<file path="config.mk">
export PLATFORM = sky130hd
export DESIGN_NAME = mbist_pattern_gen_flat
export DESIGN_NICKNAME = d
export VERILOG_FILES = /design/src/rtl/mbist_pkg.sv /design/src/rtl/mbist_pattern_gen_if.sv /design/src/rtl/mbist_lfsr.sv /design/src/rtl/mbist_pattern_gen.sv /design/src/flat_wrapper.sv
export SDC_FILE = /design/constraint.sdc
export NUM_CORES = 1
export LEC_CHECK = 0
export ABC_AREA = 1
export ABC_CLOCK_PERIOD_IN_PS = 2050
export CORE_UTILIZATION = 45
export CTS_CLUSTER_SIZE = 14
export DETAILED_ROUTE_END_ITERATION = 7
export PLACE_DENSITY = 0.72
export SETUP_SLACK_MARGIN = 0.3
export SYNTH_ARGS = -nofsm -noshare
export SYNTH_HDL_FRONTEND = slang
export SYNTH_SLANG_ARGS = --single-unit
export TNS_END_PERCENT = 5
</file>
<file path="constraint.sdc">
create_clock -name CLK -period 2.05 [get_ports CLK]
set_clock_uncertainty 0.05 [all_clocks]
set_input_delay 0.41 -clock CLK [delete_from_list [all_inputs] [get_ports CLK]]
set_output_delay 0.41 -clock CLK [all_outputs]
set_load 0.005 [all_outputs]
</file>
<file path="src/rtl/mbist_pkg.sv">
// Shared encodings and constants for the MBIST data-background generator.
package mbist_pkg;

  typedef enum logic [2:0] {
    PAT_MSCAN   = 3'd0,
    PAT_CHECKER = 3'd1,
    PAT_MARCHC  = 3'd2,
    PAT_WALK1   = 3'd3,
    PAT_PRBS    = 3'd4
  } pat_e;

  localparam logic [7:0]  LFSR_TAPS_8  = 8'hB8;
  localparam logic [15:0] LFSR_TAPS_16 = 16'hB400;
  localparam logic [31:0] LFSR_TAPS_32 = 32'h80200003;

  localparam int MARCH_ELEMS = 6;

  function automatic logic [31:0] lfsr_taps(input int width);
    case (width)
      8:       return 32'(LFSR_TAPS_8);
      16:      return 32'(LFSR_TAPS_16);
      default: return LFSR_TAPS_32;
    endcase
  endfunction

endpackage

</file>
<file path="src/rtl/mbist_pattern_gen_if.sv">
// Controller-side bus of the MBIST pattern generator: generation/compare requests and status.
interface mbist_pattern_gen_if #(
  parameter int DATA_W = 8,
  parameter int ADDR_W = 8,
  parameter int ERR_W  = 8
);
  logic              START;
  logic              DATA_EN;
  logic [2:0]        PAT_SEL;
  logic [3:0]        ELEM;
  logic [ADDR_W-1:0] ADDR;
  logic              RD_VALID;
  logic [DATA_W-1:0] RD_DATA;
  logic [DATA_W-1:0] DATA_MBIST;
  logic [DATA_W-1:0] DATA_comp;
  logic              DATA_VALID;
  logic              PAT_ERR;
  logic              FAIL;
  logic [ADDR_W-1:0] FAIL_ADDR;
  logic [DATA_W-1:0] FAIL_MASK;
  logic [ERR_W-1:0]  ERR_CNT;

  modport master (
    output START, DATA_EN, PAT_SEL, ELEM, ADDR, RD_VALID, RD_DATA,
    input  DATA_MBIST, DATA_comp, DATA_VALID, PAT_ERR, FAIL, FAIL_ADDR, FAIL_MASK, ERR_CNT
  );

  modport slave (
    input  START, DATA_EN, PAT_SEL, ELEM, ADDR, RD_VALID, RD_DATA,
    output DATA_MBIST, DATA_comp, DATA_VALID, PAT_ERR, FAIL, FAIL_ADDR, FAIL_MASK, ERR_CNT
  );
endinterface

</file>
<file path="src/rtl/mbist_lfsr.sv">
// Galois PRBS register, shifting right; load forces the seed, load+en steps from the seed.
// Single-cycle update, no backpressure.
module mbist_lfsr
  import mbist_pkg::*;
#(
  parameter int                DATA_W  = 8,
  parameter logic [DATA_W-1:0] RST_VAL = DATA_W'(1)
) (
  input  logic              clk,
  input  logic              rst_n,
  input  logic              load,
  input  logic              en,
  input  logic [DATA_W-1:0] seed,
  output logic [DATA_W-1:0] state
);

  localparam logic [DATA_W-1:0] TAPS = DATA_W'(lfsr_taps(DATA_W));

  logic [DATA_W-1:0] state_d, state_q;

  function automatic logic [DATA_W-1:0] step(input logic [DATA_W-1:0] s);
    return (s >> 1) ^ (s[0] ? TAPS : '0);
  endfunction

  always_comb begin
    state_d = state_q;
    if (load) begin
      state_d = en ? step(seed) : seed;
    end else if (en) begin
      state_d = step(state_q);
    end
  end

  always_ff @(posedge clk or negedge rst_n) begin
    if (!rst_n) state_q <= RST_VAL;
    else        state_q <= state_d;
  end

  assign state = state_q;

endmodule

</file>
<file path="src/rtl/mbist_pattern_gen.sv">
// MBIST write/expected data generator with read comparator and sticky fail capture.
// Outputs register on the DATA_EN edge (1-cycle latency); no backpressure, every strobe is consumed.
module mbist_pattern_gen
  import mbist_pkg::*;
#(
  parameter int DATA_W    = 8,
  parameter int ADDR_W    = 8,
  parameter int ERR_W     = 8,
  parameter int LFSR_SEED = 1
) (
  input logic           CLK,
  input logic           nRESET,
  mbist_pattern_gen_if.slave bus
);

  localparam int                SH_W     = $clog2(DATA_W);
  localparam logic [DATA_W-1:0] SEED_T   = DATA_W'(LFSR_SEED);
  localparam logic [DATA_W-1:0] SEED_EFF = (SEED_T == '0) ? DATA_W'(1) : SEED_T;
  localparam logic [DATA_W-1:0] CB       = {(DATA_W/2){2'b01}};
  localparam logic [3:0]        ELEM_MAX = 4'(MARCH_ELEMS - 1);

  logic [DATA_W-1:0] wdat_d, wdat_q;
  logic [DATA_W-1:0] comp_d, comp_q;
  logic              valid_d, valid_q;
  logic [ADDR_W-1:0] addr_d, addr_q;
  logic              paterr_d, paterr_q;
  logic              fail_d, fail_q;
  logic [ADDR_W-1:0] faddr_d, faddr_q;
  logic [DATA_W-1:0] fmask_d, fmask_q;
  logic [ERR_W-1:0]  cnt_d, cnt_q;

  logic [DATA_W-1:0] lfsr_val;
  logic [DATA_W-1:0] prbs_val;
  logic [DATA_W-1:0] walk;
  logic [3:0]        elem_c;
  logic [DATA_W-1:0] gen_w, gen_c;
  logic              gen_rsv;
  logic              mismatch;

  mbist_lfsr #(
    .DATA_W  (DATA_W),
    .RST_VAL (SEED_EFF)
  ) u_lfsr (
    .clk   (CLK),
    .rst_n (nRESET),
    .load  (bus.START),
    .en    (bus.DATA_EN && (bus.PAT_SEL == PAT_PRBS)),
    .seed  (SEED_EFF),
    .state (lfsr_val)
  );

  // A START in the same cycle reseeds, so the strobed PRBS word is the seed itself.
  assign prbs_val = bus.START ? SEED_EFF : lfsr_val;
  assign walk     = DATA_W'(1) << bus.ADDR[SH_W-1:0];
  assign elem_c   = (bus.ELEM > ELEM_MAX) ? ELEM_MAX : bus.ELEM;

  always_comb begin
    gen_w   = '0;
    gen_c   = '0;
    gen_rsv = 1'b0;
    case (bus.PAT_SEL)
      PAT_MSCAN: begin
        gen_w = bus.ELEM[0] ? '1 : '0;
        gen_c = gen_w;
      end
      PAT_CHECKER: begin
        gen_w = (bus.ADDR[0] ^ bus.ELEM[0]) ? ~CB : CB;
        gen_c = gen_w;
      end
      PAT_MARCHC: begin
        gen_w = elem_c[0] ? '1 : '0;
        gen_c = (elem_c == 4'd0) ? '0 : ~gen_w;
      end
      PAT_WALK1: begin
        gen_w = bus.ELEM[0] ? ~walk : walk;
        gen_c = gen_w;
      end
      PAT_PRBS: begin
        gen_w = prbs_val;
        gen_c = prbs_val;
      end
      default: gen_rsv = 1'b1;
    endcase
  end

  assign mismatch = bus.RD_VALID && (bus.RD_DATA != comp_q);

  always_comb begin
    wdat_d   = wdat_q;
    comp_d   = comp_q;
    addr_d   = addr_q;
    paterr_d = paterr_q;
    fail_d   = fail_q;
    faddr_d  = faddr_q;
    fmask_d  = fmask_q;
    cnt_d    = cnt_q;
    valid_d  = bus.DATA_EN;

    // Compare always sees the pre-edge expected value and address.
    if (bus.START) begin
      paterr_d = 1'b0;
      fail_d   = 1'b0;
      faddr_d  = '0;
      fmask_d  = '0;
      cnt_d    = '0;
    end else if (mismatch) begin
      fail_d = 1'b1;
      if (cnt_q != '1) cnt_d = cnt_q + ERR_W'(1);
      if (!fail_q) begin
        faddr_d = addr_q;
        fmask_d = bus.RD_DATA ^ comp_q;
      end
    end

    if (bus.DATA_EN) begin
      wdat_d = gen_w;
      comp_d = gen_c;
      addr_d = bus.ADDR;
      if (gen_rsv) paterr_d = 1'b1;
    end
  end

  always_ff @(posedge CLK or negedge nRESET) begin
    if (!nRESET) begin
      wdat_q   <= '0;
      comp_q   <= '0;
      valid_q  <= 1'b0;
      addr_q   <= '0;
      paterr_q <= 1'b0;
      fail_q   <= 1'b0;
      faddr_q  <= '0;
      fmask_q  <= '0;
      cnt_q    <= '0;
    end else begin
      wdat_q   <= wdat_d;
      comp_q   <= comp_d;
      valid_q  <= valid_d;
      addr_q   <= addr_d;
      paterr_q <= paterr_d;
      fail_q   <= fail_d;
      faddr_q  <= faddr_d;
      fmask_q  <= fmask_d;
      cnt_q    <= cnt_d;
    end
  end

  assign bus.DATA_MBIST = wdat_q;
  assign bus.DATA_comp  = comp_q;
  assign bus.DATA_VALID = valid_q;
  assign bus.PAT_ERR    = paterr_q;
  assign bus.FAIL       = fail_q;
  assign bus.FAIL_ADDR  = faddr_q;
  assign bus.FAIL_MASK  = fmask_q;
  assign bus.ERR_CNT    = cnt_q;

endmodule

</file>
<file path="src/flat_wrapper.sv">
// flat-port wrapper written by rule: the top's interface ports become plain ports
module mbist_pattern_gen_flat import mbist_pkg::*;
#(
  parameter int DATA_W    = 8,
  parameter int ADDR_W    = 8,
  parameter int ERR_W     = 8,
  parameter int LFSR_SEED = 1
)
  (CLK, nRESET, bus_START, bus_DATA_EN, bus_PAT_SEL, bus_ELEM, bus_ADDR, bus_RD_VALID, bus_RD_DATA, bus_DATA_MBIST, bus_DATA_comp, bus_DATA_VALID, bus_PAT_ERR, bus_FAIL, bus_FAIL_ADDR, bus_FAIL_MASK, bus_ERR_CNT);
  mbist_pattern_gen_if #(.DATA_W(DATA_W), .ADDR_W(ADDR_W), .ERR_W(ERR_W)) bus_i ();
  input logic CLK;
  input logic nRESET;
  input wire logic [$bits(bus_i.START)-1:0] bus_START;
  input wire logic [$bits(bus_i.DATA_EN)-1:0] bus_DATA_EN;
  input wire logic [$bits(bus_i.PAT_SEL)-1:0] bus_PAT_SEL;
  input wire logic [$bits(bus_i.ELEM)-1:0] bus_ELEM;
  input wire logic [$bits(bus_i.ADDR)-1:0] bus_ADDR;
  input wire logic [$bits(bus_i.RD_VALID)-1:0] bus_RD_VALID;
  input wire logic [$bits(bus_i.RD_DATA)-1:0] bus_RD_DATA;
  output wire logic [$bits(bus_i.DATA_MBIST)-1:0] bus_DATA_MBIST;
  output wire logic [$bits(bus_i.DATA_comp)-1:0] bus_DATA_comp;
  output wire logic [$bits(bus_i.DATA_VALID)-1:0] bus_DATA_VALID;
  output wire logic [$bits(bus_i.PAT_ERR)-1:0] bus_PAT_ERR;
  output wire logic [$bits(bus_i.FAIL)-1:0] bus_FAIL;
  output wire logic [$bits(bus_i.FAIL_ADDR)-1:0] bus_FAIL_ADDR;
  output wire logic [$bits(bus_i.FAIL_MASK)-1:0] bus_FAIL_MASK;
  output wire logic [$bits(bus_i.ERR_CNT)-1:0] bus_ERR_CNT;
  assign bus_i.START = bus_START;
  assign bus_i.DATA_EN = bus_DATA_EN;
  assign bus_i.PAT_SEL = bus_PAT_SEL;
  assign bus_i.ELEM = bus_ELEM;
  assign bus_i.ADDR = bus_ADDR;
  assign bus_i.RD_VALID = bus_RD_VALID;
  assign bus_i.RD_DATA = bus_RD_DATA;
  assign bus_DATA_MBIST = bus_i.DATA_MBIST;
  assign bus_DATA_comp = bus_i.DATA_comp;
  assign bus_DATA_VALID = bus_i.DATA_VALID;
  assign bus_PAT_ERR = bus_i.PAT_ERR;
  assign bus_FAIL = bus_i.FAIL;
  assign bus_FAIL_ADDR = bus_i.FAIL_ADDR;
  assign bus_FAIL_MASK = bus_i.FAIL_MASK;
  assign bus_ERR_CNT = bus_i.ERR_CNT;
  mbist_pattern_gen #(.DATA_W(DATA_W), .ADDR_W(ADDR_W), .ERR_W(ERR_W), .LFSR_SEED(LFSR_SEED)) u_core (.CLK(CLK), .nRESET(nRESET), .bus(bus_i));
endmodule
</file>
==> flow_summary.ini, run 1 <==
[run_status]
status = finished, violations left
violations = negative hold slack

[setup_path]
required_ns = 1.59
path_delay_family = buffers and inverters
crit_path_end_kind = primary output
critPathKind = reg2out
cp_max_fo = 5
start_kind = flop
critPathBufInv = 1
crit_chain = clkdlybuf4s50_1
slowest_stage = clkdlybuf4s50_1
cp_slowest_stage_delay_ns = 0.53
worstPathArrival_ns = 1.31

[layout]
drive_gt1_frac = 0.118
n_fill_cell = 610
syn2layout_area_growth_pct = 34.1
nNetsFinal = 543
diodes = 0

[routing]
drc_errors = 0
drt_pre_antenna_iters = 5
via_per_inst = 4.91
totalWireLength_um = 7720
vias = 3018
wl_per_cell_um = 12.6
drt_first_iter_violations = 193
drtAntennaViolNets = 0

[global_route]
track_usage = 0.222
grt_use_met1 = 0.301
busiest_layer = met2
grt_max_degree = 38
grt_first_pass_wirelength_um = 12700
grt_pass1_vias = 2698
use_met2 = 0.356
gr-total-overflow = 0
grtUsageMet3 = 0.0324
antenna_found_initial = 0

[timing]
slew_violations = 0
whs_ns = -0.00188
fin_tns_setup_ns = 0
min_period_ns = 1.77
fmax_mhz = 565
finalSetupViolations = 0
worst_slew_pin_slew_ns = 0.558
hold_viol = 3
max_slew_margin = 0.628
setup_slack_ns = 0.280
post-route-period-util = 0.864
rsz0062_at_grt = yes

[synthesis]
yosys.area.top_type_share = 0.451
synth.avg_cell_area_um2 = 7.46
synth_seq_area_share = 0.459
synth_warnings = 0
synth_seq_cells = 59
synth-async-reset-ratio = 1.00
synth-edff-count = 0
synthFlopType = dfrtp_1
synth_cells = 432
synth_nets = 461
syn_area_um2 = 3220
synth.area.top_cells = dfrtp_1 45%, nand2_1 16%, nand3_1 7.3%, o21ai_0 6.2%, inv_1 5.7%
yosysUniqueCellTypes = 31
synth_top_area_cell = dfrtp_1

[power_and_ir_drop]
static-leakage-power_nw = 2.16
power_density_nw_per_um2 = 720
vdd_drop_max_v = 0.000389

[clock_tree]
htreeDepth = 3
cts_tree = done
clock_latency_ns = 0.34
cts_buffers = 9
cts.clk_slew.worst_paths_ns = 0.07
cts_sinks = 59
postCtsHoldBufs = 0
cts_max_path_buffers = 2
root_buffer = clkbuf_8

[die]
core-area_um2 = 6870
dieArea_um2 = 7500
die_x_um = 86.6
rows = 30
io_pins = 71
initial_core_util = 0.469
die_h_um = 86.6

[placement]
dpl.hpwl_um = 5660
port_buffers = 70
gp_congestion = 0.853
place_ws_ns = 0.0247

[min_path]
worst_hold_path_type = in2async

[job]
drv_cap = 0
[through the flow]
stage                     instance area (µm²)  hold slack, ns  std cells  power, mW   util
after floorplan                          3220          0.0644        432       1.62      -
after global placement                   4070           0.378        596       1.94  0.593
after detailed placement                 4070           0.379        596       1.95  0.593
after CTS                                4300          0.0108        613       3.12  0.626
after global routing                     4320          0.0379        615       3.26  0.629
final                                    4320        -0.00188        615       3.11  0.629
[path summary, 6_finish.rpt]
| kind | endpoint | cells after the start | startpoint | slack [ns] |
|---|---|---|---|---|
| min reg2reg | u_core.bus.DATA_MBIST[1] | 2 | u_core.bus.DATA_MBIST[1] | 0.44 |
| min | u_core.bus.ERR_CNT[5] | 1 | nRESET | -0.002 |
| max in group asynchronous | u_core.bus.DATA_MBIST[7] | 2 | nRESET | 1.36 |
| max reg2reg | u_core.bus.ERR_CNT[2] | 8 | u_core.bus.ERR_CNT[0] | 0.42 |
| max | bus_ERR_CNT[3] | 1 | u_core.bus.ERR_CNT[3] | 0.28 |
| min in group CLK | u_core.bus.DATA_MBIST[1] | 2 | u_core.bus.DATA_MBIST[1] | 0.44 |
[cells in the mapped netlist (3+ instances only)]
library cell	n
dfrtp_1	58
clkbuf_1	6
o21ai_0	40
inv_1	49
nand2_2	11
nand4_1	5
xnor2_1	3
buf_4	5
buf_2	6
nand2_1	134
xor2_1	6
nor3_1	3
nor2_1	38
nand3_1	47
[per-layer routing]
metal,vias up,part of all wire
met2,83,0.47
met5,-,0
met1,1408,0.47
met3,12,0.041
li1,1515,-
met4,0,0.016
[power by group]
part           internal (mW)  switching [mW]  leakage (nW)  total (mW)
combinational          0.308           0.298          1.30       0.606
clock                  0.684           0.489        0.0947        1.17
sequential              1.27          0.0675         0.767        1.33
total                   2.26           0.854          2.16        3.11
[layout by cell type, fill, tap and decap left out, types with 3 or more instances in the layout]
| master | count |
|---|---|
| buf_4 | 18 |
| nand4_1 | 5 |
| o21ai_0 | 40 |
| xnor2_1 | 3 |
| inv_2 | 3 |
| xor2_1 | 6 |
| nand2_2 | 11 |
| clkdlybuf4s50_1 | 69 |
| dfrtp_1 | 58 |
| clkbuf_8 | 9 |
| nand2_1 | 134 |
| inv_1 | 48 |
| nor2_1 | 38 |
| clkinvlp_4 | 4 |
| nand3_1 | 47 |
[state kept, by name (all words and copies together) (netlist names)]
| signal | cells |
|---|---|
| u_core.bus.DATA_MBIST | 8 |
| u_core.bus.FAIL | 1 |
| u_core.bus.DATA_comp | 8 |
| u_core.addr_q | 8 |
| u_core.bus.FAIL_MASK | 8 |
| u_core.u_lfsr.state | 8 |
| u_core.bus.ERR_CNT | 8 |
| u_core.bus.DATA_VALID | 1 |
| u_core.bus.FAIL_ADDR | 8 |
| u_core.bus.PAT_ERR | 1 |
[cells by family after synthesis]
group / share of synthesized area
XOR/XNOR: 0.0245
AND/OR/NAND/NOR: 0.346
AO/OA/AOI/OAI: 0.0719
buffers and inverters: 0.0952
flip-flops: 0.459
adder cells (fa/ha/maj): 0.00388
[timing repair]
item / CTS / global route
setup buffers: 1 / 2
resized for setup: 0 / 2
setup endpoints to repair: 6 / 24
[final cells by class]
class                   count  area [µm²]  share of cell area
clock buffers              10         128              0.0295
clock inverters             6        90.1              0.0209
inverters                  51         191              0.0443
multi-input cells         303        1440               0.334
flip-flops and latches     59        1480               0.342
well taps                  96         120              0.0278
repair buffers             90         871               0.202
Power figures use the tool's default switching activity.
==> run 2: changes to the inputs <==
HOLD_SLACK_MARGIN = 0.08   (was unset)
==> flow_summary.ini, run 2 (synthesis gave the netlist of run 1 again) <==
[power_and_ir_drop]
swShare = 0.274
power_frac_seq = 0.429
power_density_nw_per_um2 = 718
p_int_mw = 2.26
pwr-share-clk = 0.376
static-leakage-power_nw = 2.16
vdd_drop_max_v = 0.000389
pwr-share-comb = 0.195
p_sw_mw = 0.851

[timing]
fin_tns_setup_ns = 0
finalSetupViolations = 0
slew_violations = 0
min_period_ns = 1.77
setup_slack_ns = 0.280
whs_ns = 0.438
post-route-period-util = 0.863
rsz0062_at_grt = yes
worst_slew_pin_slew_ns = 0.562
hold_viol = 0
max_slew_margin = 0.625
fmax_mhz = 565

[layout]
diodes = 0
drive_gt1_frac = 0.117
regArea_um2 = 1480
nNetsFinal = 544
n_fill_cell = 607
layout_commonest_cell = nand2_1
multi_input_area_um2 = 1440
layout_common_cells = 134 x nand2_1, 69 x clkdlybuf4s50_1, 58 x dfrtp_1
syn2layout_area_growth_pct = 34.4

[global_route]
antenna_found_initial = 0
grt_pass1_vias = 2697
gr-total-overflow = 0
grt_max_degree = 38
track_usage = 0.222
grt_first_pass_wirelength_um = 12700

[setup_path]
crit_chain = clkdlybuf4s50_1
critPathKind = reg2out
required_ns = 1.59
crit_path_end_kind = primary output
cp_max_fo = 5
cp_slowest_stage_delay_ns = 0.53
critPathBufInv = 1
slowest_stage = clkdlybuf4s50_1
path_delay_family = buffers and inverters
start_kind = flop
worstPathArrival_ns = 1.31

[min_path]
worst_hold_path_type = reg2reg

[clock_tree]
htreeDepth = 3
root_buffer = clkbuf_8
cts.clk_slew.worst_paths_ns = 0.07
cts_buffers = 9
cts_sinks = 59
cts_tree = done
clock_latency_ns = 0.34
cts_max_path_buffers = 2

[die]
core-area_um2 = 6870
dieArea_um2 = 7500
rows = 30
die_h_um = 86.6
io_pins = 71
die_x_um = 86.6
initial_core_util = 0.469

[placement]
dpl.hpwl_um = 5660
gp_congestion = 0.853
place_ws_ns = 0.0247
port_buffers = 70

[run_status]
status = complete, no violations

[routing]
drt_first_iter_violations = 200
drt_pre_antenna_iters = 4
vias = 3002
wl_per_cell_um = 12.5
drc_errors = 0
drtAntennaViolNets = 0
totalWireLength_um = 7700
via_per_inst = 4.87

[job]
drv_cap = 0
[run 2: changes by cell type in the layout (fill, tap and decap cells not counted), sizes merged]
cell and change:
dlygate4sd3 +1
[run 2: area by class of cell]
type                       instances  area share
tap                               96      0.0277
sequential                        59       0.341
timing repair buffer              91       0.203
clock inverter                     6      0.0208
multi-input combinational        303       0.333
clock buffer                      10      0.0295
inverter                          51      0.0442
[run 2: path summary, 6_finish.rpt]
check,startpoint,to,slack [ns],cells past startpoint
max in group asynchronous,nRESET,u_core.bus.DATA_MBIST[7],0.82,3
setup reg to reg,u_core.bus.ERR_CNT[0],u_core.bus.ERR_CNT[2],0.42,8
hold / removal,u_core.bus.DATA_MBIST[1],u_core.bus.DATA_MBIST[1],0.44,2
setup / recovery,u_core.bus.ERR_CNT[3],bus_ERR_CNT[3],0.28,1
hold reg to reg,u_core.bus.DATA_MBIST[1],u_core.bus.DATA_MBIST[1],0.44,2
min in group asynchronous,nRESET,u_core.bus.ERR_CNT[5],0.54,2
[run 2: timing repair]
item,4_1_cts,5_1_grt
gates resized for setup,0,2
hold endpoints to repair,21,0
endpoints found under the setup margin,6,24
hold buffers,1,0
setup buffers,1,2
[run 2: per-stage QoR]
step           area, µm²  cells  utilization  power [mW]
2_1_floorplan       3220    432            -        1.62
3_3_place_gp        4070    596        0.593        1.94
3_5_place_dp        4070    596        0.593        1.95
4_1_cts             4310    614        0.627        3.12
5_1_grt             4330    616        0.630        3.27
6_report            4330    616        0.630        3.11
[run 2: power groups by stage]
stage | combinational, mW | clock (mW) | sequential (mW)
finish | 0.607 | 1.17 | 1.33
global route | 0.678 | 1.25 | 1.34
CTS | 0.604 | 1.18 | 1.33
detailed placement | 0.594 | 0 | 1.36
global placement | 0.584 | 0 | 1.35
floorplan | 0.273 | 0 | 1.35
[run 2: layer usage]
layer | routed length (µm) | GRT usage | vias to the layer above
met4 | 119 | 0.0939 | 0
met2 | 3640 | 0.356 | 82
li1 | - | - | 1518
met5 | 0 | 0 | -
met3 | 324 | 0.0324 | 10
met1 | 3620 | 0.300 | 1392
